--- src/rtl/cond_unit_if.sv ---
// Signal bundle between the decode/execute stage and the ARMv4 condition unit.
// The master side drives the decoder requests and ALU flags; the slave side
// (cond_unit) returns the gated write enables and the architectural NZCV.
interface cond_unit_if;
   logic       en;
   logic [3:0] cond;
   logic [3:0] alu_flags;
   logic [1:0] flag_w;
   logic       pcs_in;
   logic       reg_w_in;
   logic       mem_w_in;
   logic       no_write_in;

   logic       pcs;
   logic       reg_w;
   logic       mem_w;
   logic       cond_ex;
   logic       undef_cond;
   logic [3:0] flags;

   modport master (
      output en, cond, alu_flags, flag_w, pcs_in, reg_w_in, mem_w_in, no_write_in,
      input  pcs, reg_w, mem_w, cond_ex, undef_cond, flags
   );

   modport slave (
      input  en, cond, alu_flags, flag_w, pcs_in, reg_w_in, mem_w_in, no_write_in,
      output pcs, reg_w, mem_w, cond_ex, undef_cond, flags
   );
endinterface

--- src/rtl/cond_unit.sv ---
// ARMv4 condition unit: evaluates the instruction condition field against the
// architectural NZCV register, gates the PC/register/memory writes, and
// updates the NZ and CV flag fields independently.
//
// cond_ex is derived only from the registered flags, so a flag-setting
// instruction affects the condition of the following instruction, never its
// own (no bypass from alu_flags).
module cond_unit (
   input  logic        clk,
   input  logic        reset,
   cond_unit_if.slave  bus
);

   typedef enum logic [3:0] {
      CC_EQ = 4'b0000,
      CC_NE = 4'b0001,
      CC_CS = 4'b0010,
      CC_CC = 4'b0011,
      CC_MI = 4'b0100,
      CC_PL = 4'b0101,
      CC_VS = 4'b0110,
      CC_VC = 4'b0111,
      CC_HI = 4'b1000,
      CC_LS = 4'b1001,
      CC_GE = 4'b1010,
      CC_LT = 4'b1011,
      CC_GT = 4'b1100,
      CC_LE = 4'b1101,
      CC_AL = 4'b1110,
      CC_NV = 4'b1111
   } cond_code_t;

   logic [1:0] nz_q;
   logic [1:0] cv_q;

   logic       flag_n;
   logic       flag_z;
   logic       flag_c;
   logic       flag_v;

   logic       cond_pass;
   logic       cond_undef;
   logic       write_ok;
   logic       upd_nz;
   logic       upd_cv;

   assign flag_n = nz_q[1];
   assign flag_z = nz_q[0];
   assign flag_c = cv_q[1];
   assign flag_v = cv_q[0];

   // Condition decode against the pre-update flag register.
   always_comb begin
      cond_pass  = 1'b0;
      cond_undef = 1'b0;
      unique case (cond_code_t'(bus.cond))
         CC_EQ: cond_pass = flag_z;
         CC_NE: cond_pass = ~flag_z;
         CC_CS: cond_pass = flag_c;
         CC_CC: cond_pass = ~flag_c;
         CC_MI: cond_pass = flag_n;
         CC_PL: cond_pass = ~flag_n;
         CC_VS: cond_pass = flag_v;
         CC_VC: cond_pass = ~flag_v;
         CC_HI: cond_pass = flag_c & ~flag_z;
         CC_LS: cond_pass = ~flag_c | flag_z;
         CC_GE: cond_pass = (flag_n == flag_v);
         CC_LT: cond_pass = (flag_n != flag_v);
         CC_GT: cond_pass = ~flag_z & (flag_n == flag_v);
         CC_LE: cond_pass = flag_z | (flag_n != flag_v);
         CC_AL: cond_pass = 1'b1;
         CC_NV: begin
            cond_pass  = 1'b0;
            cond_undef = 1'b1;
         end
         default: begin
            cond_pass  = 1'b0;
            cond_undef = 1'b0;
         end
      endcase
   end

   // Write gating: a stalled or condition-failed instruction has no side effects.
   // Compare-class ops still set flags but never write the register file.
   always_comb begin
      write_ok = cond_pass & bus.en;
      upd_nz   = write_ok & bus.flag_w[1];
      upd_cv   = write_ok & bus.flag_w[0];
   end

   assign bus.cond_ex    = cond_pass;
   assign bus.undef_cond = cond_undef;
   assign bus.pcs        = bus.pcs_in   & write_ok;
   assign bus.mem_w      = bus.mem_w_in & write_ok;
   assign bus.reg_w      = bus.reg_w_in & write_ok & ~bus.no_write_in;
   assign bus.flags      = {nz_q, cv_q};

   // NZ field: reset clears, otherwise loads from the ALU when selected.
   always_ff @(posedge clk) begin
      if (reset) begin
         nz_q <= 2'b00;
      end else if (upd_nz) begin
         nz_q <= bus.alu_flags[3:2];
      end
   end

   // CV field: independent of NZ so shifts/logical ops can leave C,V intact.
   always_ff @(posedge clk) begin
      if (reset) begin
         cv_q <= 2'b00;
      end else if (upd_cv) begin
         cv_q <= bus.alu_flags[1:0];
      end
   end

endmodule

--- src/flat_wrapper.sv ---
// flat-port wrapper written by rule: the top's interface ports become plain ports
module cond_unit_flat 
  (clk, reset, bus_en, bus_cond, bus_alu_flags, bus_flag_w, bus_pcs_in, bus_reg_w_in, bus_mem_w_in, bus_no_write_in, bus_pcs, bus_reg_w, bus_mem_w, bus_cond_ex, bus_undef_cond, bus_flags);
  cond_unit_if bus_i ();
  input  logic clk;
  input  logic reset;
  input wire logic [$bits(bus_i.en)-1:0] bus_en;
  input wire logic [$bits(bus_i.cond)-1:0] bus_cond;
  input wire logic [$bits(bus_i.alu_flags)-1:0] bus_alu_flags;
  input wire logic [$bits(bus_i.flag_w)-1:0] bus_flag_w;
  input wire logic [$bits(bus_i.pcs_in)-1:0] bus_pcs_in;
  input wire logic [$bits(bus_i.reg_w_in)-1:0] bus_reg_w_in;
  input wire logic [$bits(bus_i.mem_w_in)-1:0] bus_mem_w_in;
  input wire logic [$bits(bus_i.no_write_in)-1:0] bus_no_write_in;
  output wire logic [$bits(bus_i.pcs)-1:0] bus_pcs;
  output wire logic [$bits(bus_i.reg_w)-1:0] bus_reg_w;
  output wire logic [$bits(bus_i.mem_w)-1:0] bus_mem_w;
  output wire logic [$bits(bus_i.cond_ex)-1:0] bus_cond_ex;
  output wire logic [$bits(bus_i.undef_cond)-1:0] bus_undef_cond;
  output wire logic [$bits(bus_i.flags)-1:0] bus_flags;
  assign bus_i.en = bus_en;
  assign bus_i.cond = bus_cond;
  assign bus_i.alu_flags = bus_alu_flags;
  assign bus_i.flag_w = bus_flag_w;
  assign bus_i.pcs_in = bus_pcs_in;
  assign bus_i.reg_w_in = bus_reg_w_in;
  assign bus_i.mem_w_in = bus_mem_w_in;
  assign bus_i.no_write_in = bus_no_write_in;
  assign bus_pcs = bus_i.pcs;
  assign bus_reg_w = bus_i.reg_w;
  assign bus_mem_w = bus_i.mem_w;
  assign bus_cond_ex = bus_i.cond_ex;
  assign bus_undef_cond = bus_i.undef_cond;
  assign bus_flags = bus_i.flags;
  cond_unit u_core (.clk(clk), .reset(reset), .bus(bus_i));
endmodule
--- config.mk ---
export PLATFORM = sky130hd
export DESIGN_NAME = cond_unit_flat
export DESIGN_NICKNAME = d
export VERILOG_FILES = /design/src/rtl/cond_unit_if.sv /design/src/rtl/cond_unit.sv /design/src/flat_wrapper.sv
export SDC_FILE = /design/constraint.sdc
export NUM_CORES = 1
export LEC_CHECK = 0
export CORE_MARGIN = 2
export CORE_UTILIZATION = 37
export DETAILED_ROUTE_END_ITERATION = 7
export PLACE_DENSITY = 0.76
export SKIP_CTS_REPAIR_TIMING = 1
export SYNTH_ARGS = -nofsm -noshare
export SYNTH_HDL_FRONTEND = slang
export SYNTH_SLANG_ARGS = --single-unit
--- constraint.sdc ---
create_clock -name clk -period 2.4 [get_ports clk]
set_input_delay 0.36 -clock clk [delete_from_list [all_inputs] [get_ports clk]]
set_output_delay 0.36 -clock clk [all_outputs]
set_load 0.02 [all_outputs]
# After elaboration in Yosys (flattened, before gate mapping)

Cells that the tools add are included.

Mux-type cells: 2
Equality and inequality tests: 17
Reduce and logical (&&, ||, !) cells: 1
Bitwise operators: 16

Operators with widths:

| operator                                                        | number |
|---|---|
| 4-bit == test, second input constant                            | 8 |
| 4-bit by 3-bit == test with 1-bit output, second input constant | 4 |
| 1-bit case mux with 16 select lines                             | 1 |
| 1-bit AND                                                       | 9 |
| 4-bit by 2-bit == test with 1-bit output, second input constant | 2 |
| 1-bit NOT                                                       | 5 |
| 4-bit by 1-bit == test with 1-bit output, second input constant | 1 |
| 4-bit logical NOT                                               | 1 |
| 1-bit OR                                                        | 2 |
| 1-bit == test                                                   | 1 |
| 1-bit 2-to-1 mux                                                | 1 |
| 1-bit inequality test                                           | 1 |

Input port bits: 17
Flip-flop bits (word level): 4
Logic and storage cells: 38

# Depth between registers and ports, before layout

Gate-level depths: netlist of the first run.

Word-level depth: 6
Gate-level depth with buffers: 7
Depth with buffers taken out: 6

# Worst setup path after synthesis of the first run

Ideal clock, no wire load.

Kind: register -> output
From: register u_core.cv_q[0]
To: output bus_reg_w
Setup slack: 251 ps
Buffers on the path: 0
Arrival time: 1,789 ps
Data required time: 2,040 ps
Cell stages (with the launch flop): 7
Path through: dfxtp_1 > and4_1 > a211o_1 > a311o_1 > a311oi_4 > nor2b_1 > and3b_1

Longest elaborated chain between the ends: 6
Elaborated cells on any way between the ends: 9
Those cells by class: eq/ne: 2; mux: 1; bitwise: 6

RTL lines:

| item                                                   | RTL line                         | source |
|---|---|---|
| start: declaration                                     | cond_unit.sv:34                  | `logic [1:0] cv_q;` |
| start signal: assignment                               | cond_unit.sv:112                 | `cv_q <= bus.alu_flags[1:0];` |
| 1-bit inequality test or 1-bit == test (tied branches) | -                                |  |
| 1-bit OR or 1-bit AND (tied branches)                  | cond_unit.sv:70, cond_unit.sv:69 |  |
| 1-bit case mux with 16 select lines (*)                | cond_unit.sv:56                  | `unique case (cond_code_t'(bus.cond))` |
| 1-bit AND (*)                                          | cond_unit.sv:86                  | `write_ok = cond_pass & bus.en;` |
| 1-bit AND (*) (2 in a row)                             | cond_unit.sv:95                  | `assign bus.reg_w = bus.reg_w_in & write_ok & ~bus.no_write_in;` |
| end: declaration                                       | flat_wrapper.sv:16               | `output wire logic [$bits(bus_i.reg_w)-1:0] bus_reg_w;` |

Every way passes the cells marked *; elsewhere a longest branch is shown, timed or not.

# Worst setup path after layout of the first run

Same ends and word-level chain as after synthesis.

==> results of run 1 <==
## power by group
group	switching, mW	internal (mW)	total [mW]
sequential	0.00420	0.0697	0.0739
combinational	0.0578	0.0810	0.139
clock	0.0263	0.0558	0.0821
total	0.0882	0.207	0.295
## routing by layer
layer	GRT usage, %	up-vias	share of wire [%]
met5	0	-	0
met4	10.0	0	1.1
met1	21.7	261	43
met2	31.3	22	51
met3	1.67	2	4.8
li1	-	299	-
## cell type report
type	instances	share of cell area [%]
multi-input cells	53	44.0
clock buffers	3	2.56
well taps	15	2.13
repair buffers	39	41.3
flip-flops and latches	4	9.52
inverters	1	0.426
## worst max-delay path by stage
stage | startpoint | end | slack [ns]
2_1_floorplan | u_core.cv_q[0] | bus_reg_w | 0.25
3_3_place_gp | bus_cond[3] | bus_pcs | -0.57
3_5_place_dp | bus_cond[3] | bus_pcs | -0.62
4_1_cts | bus_cond[3] | bus_pcs | -0.62
5_1_grt | u_core.cv_q[0] | bus_reg_w | -0.12
6_report | u_core.cv_q[0] | bus_reg_w | -0.01
## metrics by stage
| step | worst slack (ns) | utilization (%) | hold slack (ns) | instances | power [mW] |
|---|---|---|---|---|---|
| final | -0.0105 | 69.4 | 0.542 | 115 | 0.295 |
| after global routing | -0.121 | 69.4 | 0.563 | 115 | 0.317 |
| after CTS | -0.622 | 67.2 | 0.540 | 114 | 0.295 |
| after detailed placement | -0.618 | 65.4 | 0.535 | 111 | 0.208 |
| after global placement | -0.571 | 65.4 | 0.521 | 111 | 0.206 |
| after floorplan | 0.251 | - | 0.515 | 62 | 0.140 |
## cells by family after synthesis
group / after synthesis / synth area share (%)
AND/OR/NAND/NOR: 36 / 44.8
XOR/XNOR: 1 / 1.79
AO/OA/AOI/OAI: 11 / 20.7
buffers and inverters: 5 / 6.14
multiplexers: 5 / 10.2
flip-flops: 4 / 16.4
## worst max-delay path, stage by stage (launching register included)
cell      delay (ns)
dfxtp_4         0.35
and4_1          0.17
a211o_1         0.22
a311o_1         0.36
a311oi_4        0.33
nor2b_2         0.08
and3b_1         0.19
buf_6           0.13
## cells in the final DEF, fill, tap and decap left out, types with 3 or more instances in the layout
cell type / synthesis / routed
buf_6: 1 / 3
clkdlybuf4s50_1: 0 / 17
mux2i_1: 5 / 5
nor2_2: 3 / 3
clkbuf_4: 0 / 3
nand2_1: 4 / 4
dlymetal6s2s_1: 0 / 4
nor2b_1: 6 / 5
dfxtp_1: 4 / 3
nand2b_1: 10 / 10
buf_4: 1 / 14
nor2_1: 3 / 3
## registers in the layout, summed over array words and instances (netlist names)
register,flops
u_core.cv_q,2
u_core.nz_q,2
==> summary.txt, run 1 <==
Min path
  • Min-delay src: u_core.cv_q[1]
  • Hold Path Depth: 2
  • Hold Crit Endpoint: u_core.cv_q[1]
  • Hold Crit Class: flop to flop

Detailed routing
  • Antenna Nets Post-Route: 0
  • 1st-pass router iterations: 4
  • Via count: 584
  • Average vias per placed instance: 5.08
  • WL final: 1.32 mm
  • DRC violations left: 0
  • Per-cell routed wire length: 11.5 um
  • Initial drt markers: 6

Setup path
  • R2R Path Start: u_core.cv_q[0]
  • Worst r2r dst: u_core.cv_q[0]
  • R2R cell count: 8
  • Critical path capture point type: output port
  • Worst-path maximum fanout: 5
  • Crit path kind: flop to output port
  • CP Data Required Time: 2.04 ns
  • Setup crit start kind: flop
  • CP arrival: 2.05 ns
  • R2R Setup Slk: 0.42 ns

Placement
  • Port Buf Inserts: 25
  • Placed Area: 830 um^2
  • Post-DP HPWL: 1.11 mm
  • Gpl congestion: 0.737

Global routing
  • First-pass GRT wire length: 1.98 mm
  • Largest net degree at the start of global routing: 11
  • Vias in the first global route: 499
  • Total GRT Usage: 18.2%
  • GR Overflow Total: 0
  • Initial antenna violation count: 0

Yosys
  • Ys flop type: dfxtp_1
  • Post-synth EDFFs: 0
  • Syn Area/Cell: 7.89 um^2
  • Async set-reset flop share out of synthesis: 0%
  • Syn Nets: 79
  • Seq cells post-synth: 4
  • Post-Syn Area: 489 um^2
  • Mapped Cells: 62
  • Most area-consuming cells after synthesis: dfxtp_1 (16%), nand2b_1 (13%), mux2i_1 (10%), nor2b_1 (7.7%), a311oi_4 (5.4%)
  • Top cell type by total area after synthesis: dfxtp_1
  • Netlist cell types: 29
  • Yosys top cell area share: 16.4%
  • Synth Warn #: 0
  • Synth cell count leaders: nand2b_1 (10), nor2b_1 (6), mux2i_1 (5), dfxtp_1 (4), nand2_1 (4)
  • Top-count cell post-synth: nand2b_1
  • Seq/Total Area, Yosys: 16.4%

STA
  • Worst-Margin Slew: 0.281 ns
  • Max Slew Vio Count: 0
  • Final setup margin: -0.0105 ns
  • Clock skew: 0.00592 ns
  • Final hold vios: 0
  • Setup TNS: -0.0105 ns
  • Max-slew headroom: 81.2%
  • FMAX: 415 MHz
  • RSZ-0062 raised after global routing: true
  • Tcrit/Tclk final: 100%
  • Min Tclk post-route: 2.41 ns
  • Final Setup Violations: 1

Clock tree
  • Number of H-tree levels: 1
  • Num CTS Buffers: 3
  • Clock-pin slew of the registers on the worst-case setup and hold paths: 0.04 ns
  • CTS tree: built
  • Clk sinks: 4
  • Clock Latency Late Sink: 0.23 ns
  • Maximum clock insertion buffer count: 2
  • Clk Tree Root Cell: clkbuf_4

Power and ir drop
  • Peak VDD IR: 0.235 mV
  • Cell Pwr Density: 335 mW/mm^2
  • Static leakage: 0.389 nW

Final layout
  • Area Overhead vs Synth: 80.1%
  • Nets@finish: 119
  • Design area: 881 um^2
  • Area of the multi-input gates: 388 um^2
  • Share of layout cells above drive strength 1: 29.0%
  • FILL cells: 106
  • Register area: 83.8 um^2
  • Antenna cells: 0

Floorplanning
  • IO Pins: 26
  • Die Wd: 40.4 um
  • Area of the core: 0.00127 mm^2
  • Initial Utilization: 38.6%
  • Die footprint: 0.00163 mm^2
  • # rows: 13
  • Chip height: 40.4 um

Status
  • Failing checks: setup timing
  • Outcome: finished, violations left

Job
  • Max cap viols: 0
(Power assumes the default switching activity.)
==> run 2: changes to the inputs <==
--- a/config.mk
+++ b/config.mk
@@ -5,7 +5,7 @@
 export SDC_FILE = /design/constraint.sdc
 export NUM_CORES = 1
 export LEC_CHECK = 0
-export CORE_MARGIN = 2
+export CORE_MARGIN = 1.5
 export CORE_UTILIZATION = 37
 export DETAILED_ROUTE_END_ITERATION = 7
 export PLACE_DENSITY = 0.76
==> summary.txt, run 2 (synthesis results as in run 1) <==
Min path
  • Hold Path Depth: 2 (unchanged)
  • Hold Crit Class: flop to flop (unchanged)
  • Hold Crit Endpoint: u_core.nz_q[1] (was u_core.cv_q[1])
  • Min-delay src: u_core.nz_q[1] (was u_core.cv_q[1])

Final layout
  • Biggest regs: u_core.cv_q (2), u_core.nz_q (2) (unchanged)
  • Highest-count cells in the layout ignoring fill and taps: clkdlybuf4s50_1 (17), buf_4 (16), nand2b_1 (10) (was clkdlybuf4s50_1 (17), buf_4 (14), nand2b_1 (10))
  • Area of the multi-input gates: 390 um^2 (was 388 um^2)
  • Area Overhead vs Synth: 80.3% (was 80.1%)
  • FILL cells: 93 (was 106)
  • Commonest non-fill, non-tap cell in the layout: clkdlybuf4s50_1 (unchanged)
  • Antenna cells: 0 (unchanged)
  • Design area: 882 um^2 (was 881 um^2)
  • Share of layout cells above drive strength 1: 28.4% (was 29.0%)
  • Nets@finish: 121 (was 119)
  • Register area: 80.1 um^2 (was 83.8 um^2)

Detailed routing
  • Antenna Nets Post-Route: 0 (unchanged)
  • Initial drt markers: 10 (was 6)
  • Average vias per placed instance: 5.25 (was 5.08)
  • Per-cell routed wire length: 11.5 um (about the same)
  • WL final: 1.34 mm (was 1.32 mm)
  • DRC violations left: 0 (unchanged)
  • Via count: 609 (was 584)
  • 1st-pass router iterations: 4 (unchanged)

Power and ir drop
  • Peak VDD IR: 0.261 mV (was 0.235 mV)
  • Net Sw Power: 87.3 uW (was 88.2 uW)
  • Gate power share: 47.1% (about the same)
  • Static leakage: 0.404 nW (was 0.389 nW)
  • Net Sw Frac: 29.8% (was 29.9%)
  • Internal Pwr Total: 206 uW (was 207 uW)
  • Clock share of power: 27.5% (was 27.8%)
  • PnR Total Power: 293 uW (was 295 uW)
  • Cell Pwr Density: 332 mW/mm^2 (was 335 mW/mm^2)
  • Sequential group share of total power: 25.4% (was 25.1%)

Setup path
  • Worst r2r dst: u_core.nz_q[1] (was u_core.cv_q[0])
  • CP Data Required Time: 2.04 ns (about the same)
  • R2R Setup Slk: 0.53 ns (was 0.42 ns)
  • CP arrival: 1.98 ns (was 2.05 ns)
  • R2R cell count: 8 (unchanged)
  • Critical path capture point type: output port (unchanged)
  • Setup crit start kind: input pin (was flop)
  • Worst-path maximum fanout: 6 (was 5)
  • R2R Path Start: u_core.cv_q[0] (unchanged)
  • Crit path kind: input pin to output port (was flop to output port)

Global routing
  • Total GRT Usage: 19.8% (was 18.2%)
  • Initial antenna violation count: 0 (unchanged)
  • First-pass GRT wire length: 2.09 mm (was 1.98 mm)
  • Largest net degree at the start of global routing: 9 (was 11)
  • Vias in the first global route: 544 (was 499)
  • GR Overflow Total: 0 (unchanged)

Placement
  • Gpl congestion: 0.722 (was 0.737)
  • Post-DP HPWL: 1.06 mm (was 1.11 mm)
  • Place WS: -0.671 ns (was -0.618 ns)
  • Placed Area: 843 um^2 (was 830 um^2)
  • Port Buf Inserts: 25 (unchanged)

Floorplanning
  • Die footprint: 0.00155 mm^2 (was 0.00163 mm^2)
  • # rows: 12 (was 13)
  • Chip height: 39.4 um (was 40.4 um)
  • Die Wd: 39.4 um (was 40.4 um)
  • Initial Utilization: 41.8% (was 38.6%)
  • IO Pins: 26 (unchanged)
  • Area of the core: 0.00117 mm^2 (was 0.00127 mm^2)

Clock tree
  • Num CTS Buffers: 3 (unchanged)
  • Clk sinks: 4 (unchanged)
  • Clk Tree Root Cell: clkbuf_4 (unchanged)
  • Clock-pin slew of the registers on the worst-case setup and hold paths: 0.03 ns (was 0.04 ns)
  • Clock Latency Late Sink: 0.23 ns (about the same)
  • Maximum clock insertion buffer count: 2 (unchanged)
  • CTS tree: built (unchanged)
  • Number of H-tree levels: 1 (unchanged)

STA
  • FMAX: 427 MHz (was 415 MHz)
  • Final setup margin: 0.0607 ns (was -0.0105 ns)
  • Final hold vios: 0 (unchanged)
  • Max Slew Vio Count: 0 (unchanged)
  • Max-slew headroom: 81.4% (was 81.2%)
  • Min Tclk post-route: 2.34 ns (was 2.41 ns)
  • Worst-Margin Slew: 0.278 ns (was 0.281 ns)
  • Final Setup Violations: 0 (was 1)
  • Clock skew: 0.00614 ns (was 0.00592 ns)
  • Tcrit/Tclk final: 97.5% (was 100%)

Job
  • Max cap viols: 0 (unchanged)

Status
  • Outcome: finished clean (was finished, violations left)
run 2: power by group through the flow:
stage / Combinational (mW) / Sequential [mW] / Clock (mW)
6_report: 0.138 / 0.0745 / 0.0805
5_1_grt: 0.148 / 0.0749 / 0.0914
4_1_cts: 0.136 / 0.0743 / 0.0833
3_5_place_dp: 0.135 / 0.0751 / 0
3_3_place_gp: 0.134 / 0.0752 / 0
2_1_floorplan: 0.0606 / 0.0795 / 0
run 2: final cells by class:
cell class / count / share of cell area (%)
Multi-Input combinational cell: 53 / 44.3
Timing Repair Buffer: 41 / 41.7
Sequential cell: 4 / 9.08
Clock buffer: 3 / 2.55
Tap cell: 14 / 1.99
Inverter: 1 / 0.426
run 2: how the worst max path moves through the flow:
stage | slack (ns) | start | endpoint
detailed placement | -0.67 | bus_cond[3] | bus_reg_w
floorplan | 0.25 | u_core.cv_q[0] | bus_reg_w
global route | -0.01 | bus_cond[1] | bus_reg_w
CTS | -0.68 | bus_cond[3] | bus_reg_w
finish | 0.06 | bus_cond[1] | bus_reg_w
global placement | -0.63 | bus_cond[3] | bus_reg_w
run 2: metrics by stage:
step	hold WS (ns)	util (%)	cells	TNS, ns
final	0.516	75.3	116	0
after global routing	0.546	75.3	116	-0.0251
after CTS	0.517	73.9	115	-2.60
after detailed placement	0.502	72.0	112	-2.57
after global placement	0.509	72.0	112	-2.44
after floorplan	0.515	-	62	0
run 2: worst max-delay path, stage by stage:
cell and delay [ns]:
dlymetal6s2s_1 0.18, and4_1 0.21, a211o_1 0.25, a311o_1 0.30
a311oi_4 0.25, nor2b_2 0.09, and3b_1 0.17, clkbuf_2 0.15
run 2: metal layers:
layer | vias to the layer above | wire length [um] | global-route usage [%]
met3 | 0 | 66 | 3.41
met2 | 18 | 691 | 38.3
met1 | 287 | 580 | 20.6
li1 | 304 | - | -
met5 | - | 0 | 0
met4 | 0 | 0 | 7.76
==> run 3: changes to the inputs <==
--- a/config.mk
+++ b/config.mk
@@ -8,7 +8,7 @@
 export CORE_MARGIN = 1.5
 export CORE_UTILIZATION = 37
 export DETAILED_ROUTE_END_ITERATION = 7
-export PLACE_DENSITY = 0.76
+export PLACE_DENSITY = 0.81
 export SKIP_CTS_REPAIR_TIMING = 1
 export SYNTH_ARGS = -nofsm -noshare
 export SYNTH_HDL_FRONTEND = slang
==> constraint.sdc (replaced) <==
create_clock -name clk -period 2.5 [get_ports clk]
set_input_delay 0.375 -clock clk [delete_from_list [all_inputs] [get_ports clk]]
set_output_delay 0.375 -clock clk [all_outputs]
set_load 0.02 [all_outputs]
==> summary.txt, run 3 (synthesis results as in run 1) <==
Final layout
  • Commonest non-fill, non-tap cell in the layout: clkdlybuf4s50_1 (unchanged)
  • Post-Layout Cell Count: 110 (was 116)
  • Highest-count cells in the layout ignoring fill and taps: clkdlybuf4s50_1 (17), nand2b_1 (10), buf_4 (10) (was clkdlybuf4s50_1 (17), buf_4 (16), nand2b_1 (10))
  • Biggest regs: u_core.cv_q (2), u_core.nz_q (2) (unchanged)
  • Antenna cells: 0 (unchanged)
  • Area Overhead vs Synth: 70.8% (was 80.3%)
  • Share of layout cells above drive strength 1: 22.9% (was 28.4%)
  • Nets@finish: 115 (was 121)

Clock tree
  • Num CTS Buffers: 3 (unchanged)
  • Clock-pin slew of the registers on the worst-case setup and hold paths: 0.04 ns (was 0.03 ns)
  • Number of H-tree levels: 1 (unchanged)
  • Clock Latency Late Sink: 0.23 ns (about the same)
  • CTS tree: built (unchanged)
  • Clk Tree Root Cell: clkbuf_4 (unchanged)
  • Clk sinks: 4 (unchanged)
  • Maximum clock insertion buffer count: 2 (unchanged)

Floorplanning
  • IO Pins: 26 (unchanged)
  • Chip height: 39.4 um (unchanged)
  • # rows: 12 (unchanged)
  • Die footprint: 0.00155 mm^2 (unchanged)
  • Initial Utilization: 41.8% (unchanged)
  • Area of the core: 0.00117 mm^2 (unchanged)
  • Die Wd: 39.4 um (unchanged)

Detailed routing
  • Average vias per placed instance: 5.29 (was 5.25)
  • Per-cell routed wire length: 11.8 um (was 11.5 um)
  • 1st-pass router iterations: 4 (unchanged)
  • Via count: 582 (was 609)
  • Antenna Nets Post-Route: 0 (unchanged)
  • Initial drt markers: 5 (was 10)
  • WL final: 1.30 mm (was 1.34 mm)
  • DRC violations left: 0 (unchanged)

Setup path
  • Slowest stage cell, crit path: a311o_1 (unchanged)
  • R2R Setup Slk: 0.63 ns (was 0.53 ns)
  • CP Data Required Time: 2.12 ns (was 2.04 ns)
  • WP buf/inv: 3 (was 2)
  • Critical path capture point type: output port (unchanged)
  • CP peak stage delay: 0.35 ns (was 0.30 ns)
  • Crit path kind: flop to output port (was input pin to output port)
  • Cell family with most CP delay: compound AO/OA/AOI/OAI gates (unchanged)
  • CP arrival: 2.04 ns (was 1.98 ns)
  • Worst-path maximum fanout: 3 (was 6)
  • Critical path, cell by cell: and4_1, a211o_1, a311o_1, a311oi_4, buf_4, inv_1, dlymetal6s2s_1 (was dlymetal6s2s_1, and4_1, a211o_1, a311o_1, a311oi_4, nor2b_2, and3b_1, clkbuf_2)
  • Setup crit start kind: flop (was input pin)

Global routing
  • Largest net degree at the start of global routing: 11 (was 9)
  • Initial antenna violation count: 0 (unchanged)
  • First-pass GRT wire length: 2.11 mm (was 2.09 mm)
  • Total GRT Usage: 19.8% (unchanged)
  • Vias in the first global route: 559 (was 544)
  • GR Overflow Total: 0 (unchanged)

STA
  • Tcrit/Tclk final: 96.8%
  • Final hold vios: 0 (unchanged)
  • RSZ-0062 raised after global routing: false
  • Hold slack: 0.537 ns (was 0.516 ns)
  • Max Slew Vio Count: 0 (unchanged)
  • FMAX: 413 MHz
  • Max-slew headroom: 79.3% (was 81.4%)
  • Final Setup Violations: 0 (unchanged)
  • Clock skew: 0.000535 ns (was 0.00614 ns)
  • Min Tclk post-route: 2.42 ns
  • Worst-Margin Slew: 0.309 ns (was 0.278 ns)

Min path
  • Hold Crit Class: flop to flop (unchanged)

Status
  • Outcome: finished clean (unchanged)

Placement
  • Dpl cells: 107 (was 112)
  • Port Buf Inserts: 25 (unchanged)
  • Post-DP HPWL: 1.10 mm (was 1.06 mm)
  • Gpl congestion: 0.700 (was 0.722)

Power and ir drop
  • Peak VDD IR: 0.320 mV (was 0.261 mV)
  • Cell Pwr Density: 325 mW/mm^2 (was 332 mW/mm^2)
  • Static leakage: 0.373 nW (was 0.404 nW)

Job
  • Max cap viols: 0 (unchanged)
[run 3: cell types whose count changed in the layout (fill, tap and decap cells not counted)]
cell	change
o221ai_2	-1
nor2_2	-1
dfxtp_1	-1
buf_6	+1
buf_4	-6
nor2_1	+1
buf_2	-1
dfxtp_2	+1
o221ai_1	+1
[run 3: path summary, 6_finish.rpt]
check                 startpoint        endpoint  depth (start not counted)
setup reg to reg  u_core.nz_q[1]  u_core.cv_q[1]                          7
hold / removal    u_core.cv_q[1]  u_core.cv_q[1]                          2
hold reg to reg   u_core.cv_q[1]  u_core.cv_q[1]                          2
setup / recovery  u_core.nz_q[1]     bus_cond_ex                          7
[run 3: stage by stage]
step                      power, mW  cell area [um^2]  worst slack (ns)  util [%]  setup TNS, ns
after CTS                     0.277               828            -0.586      70.7          -2.24
after global routing          0.289               836          0.000990      71.4              0
after detailed placement      0.197               806            -0.584      68.8          -2.23
after floorplan               0.134               489             0.336         -              0
final                         0.271               836            0.0800      71.4              0
after global placement        0.194               806            -0.557      68.8          -2.15
[run 3: layout make-up]
cell class	instances	area, um^2
multi-input cells	53	382
fillers	103	335
repair buffers	35	329
flip-flops and latches	4	81.3
clock buffers	3	22.5
well taps	14	17.5
inverters	1	3.75
[run 3: power by group]
group / switching (mW) / total [mW] / internal [mW]
Sequential: 0.00357 / 0.0711 / 0.0675
Clock: 0.0240 / 0.0776 / 0.0536
Combinational: 0.0532 / 0.123 / 0.0695
Total: 0.0808 / 0.271 / 0.191
[run 3: routing by layer]
metal	share of wire, %	track usage [%]
met5	0	0
met3	3.5	1.70
met1	43	21.6
met2	50	35.4
met4	3.7	13.8
[run 3: tightest hold or removal path, delay by kind of cell, from the launching register on]
| family | cells | cell delay, ns |
|---|---|---|
| muxes | 1 | 0.06 |
| DFF | 1 | 0.34 |
| and+or+nand+nor | 1 | 0.08 |
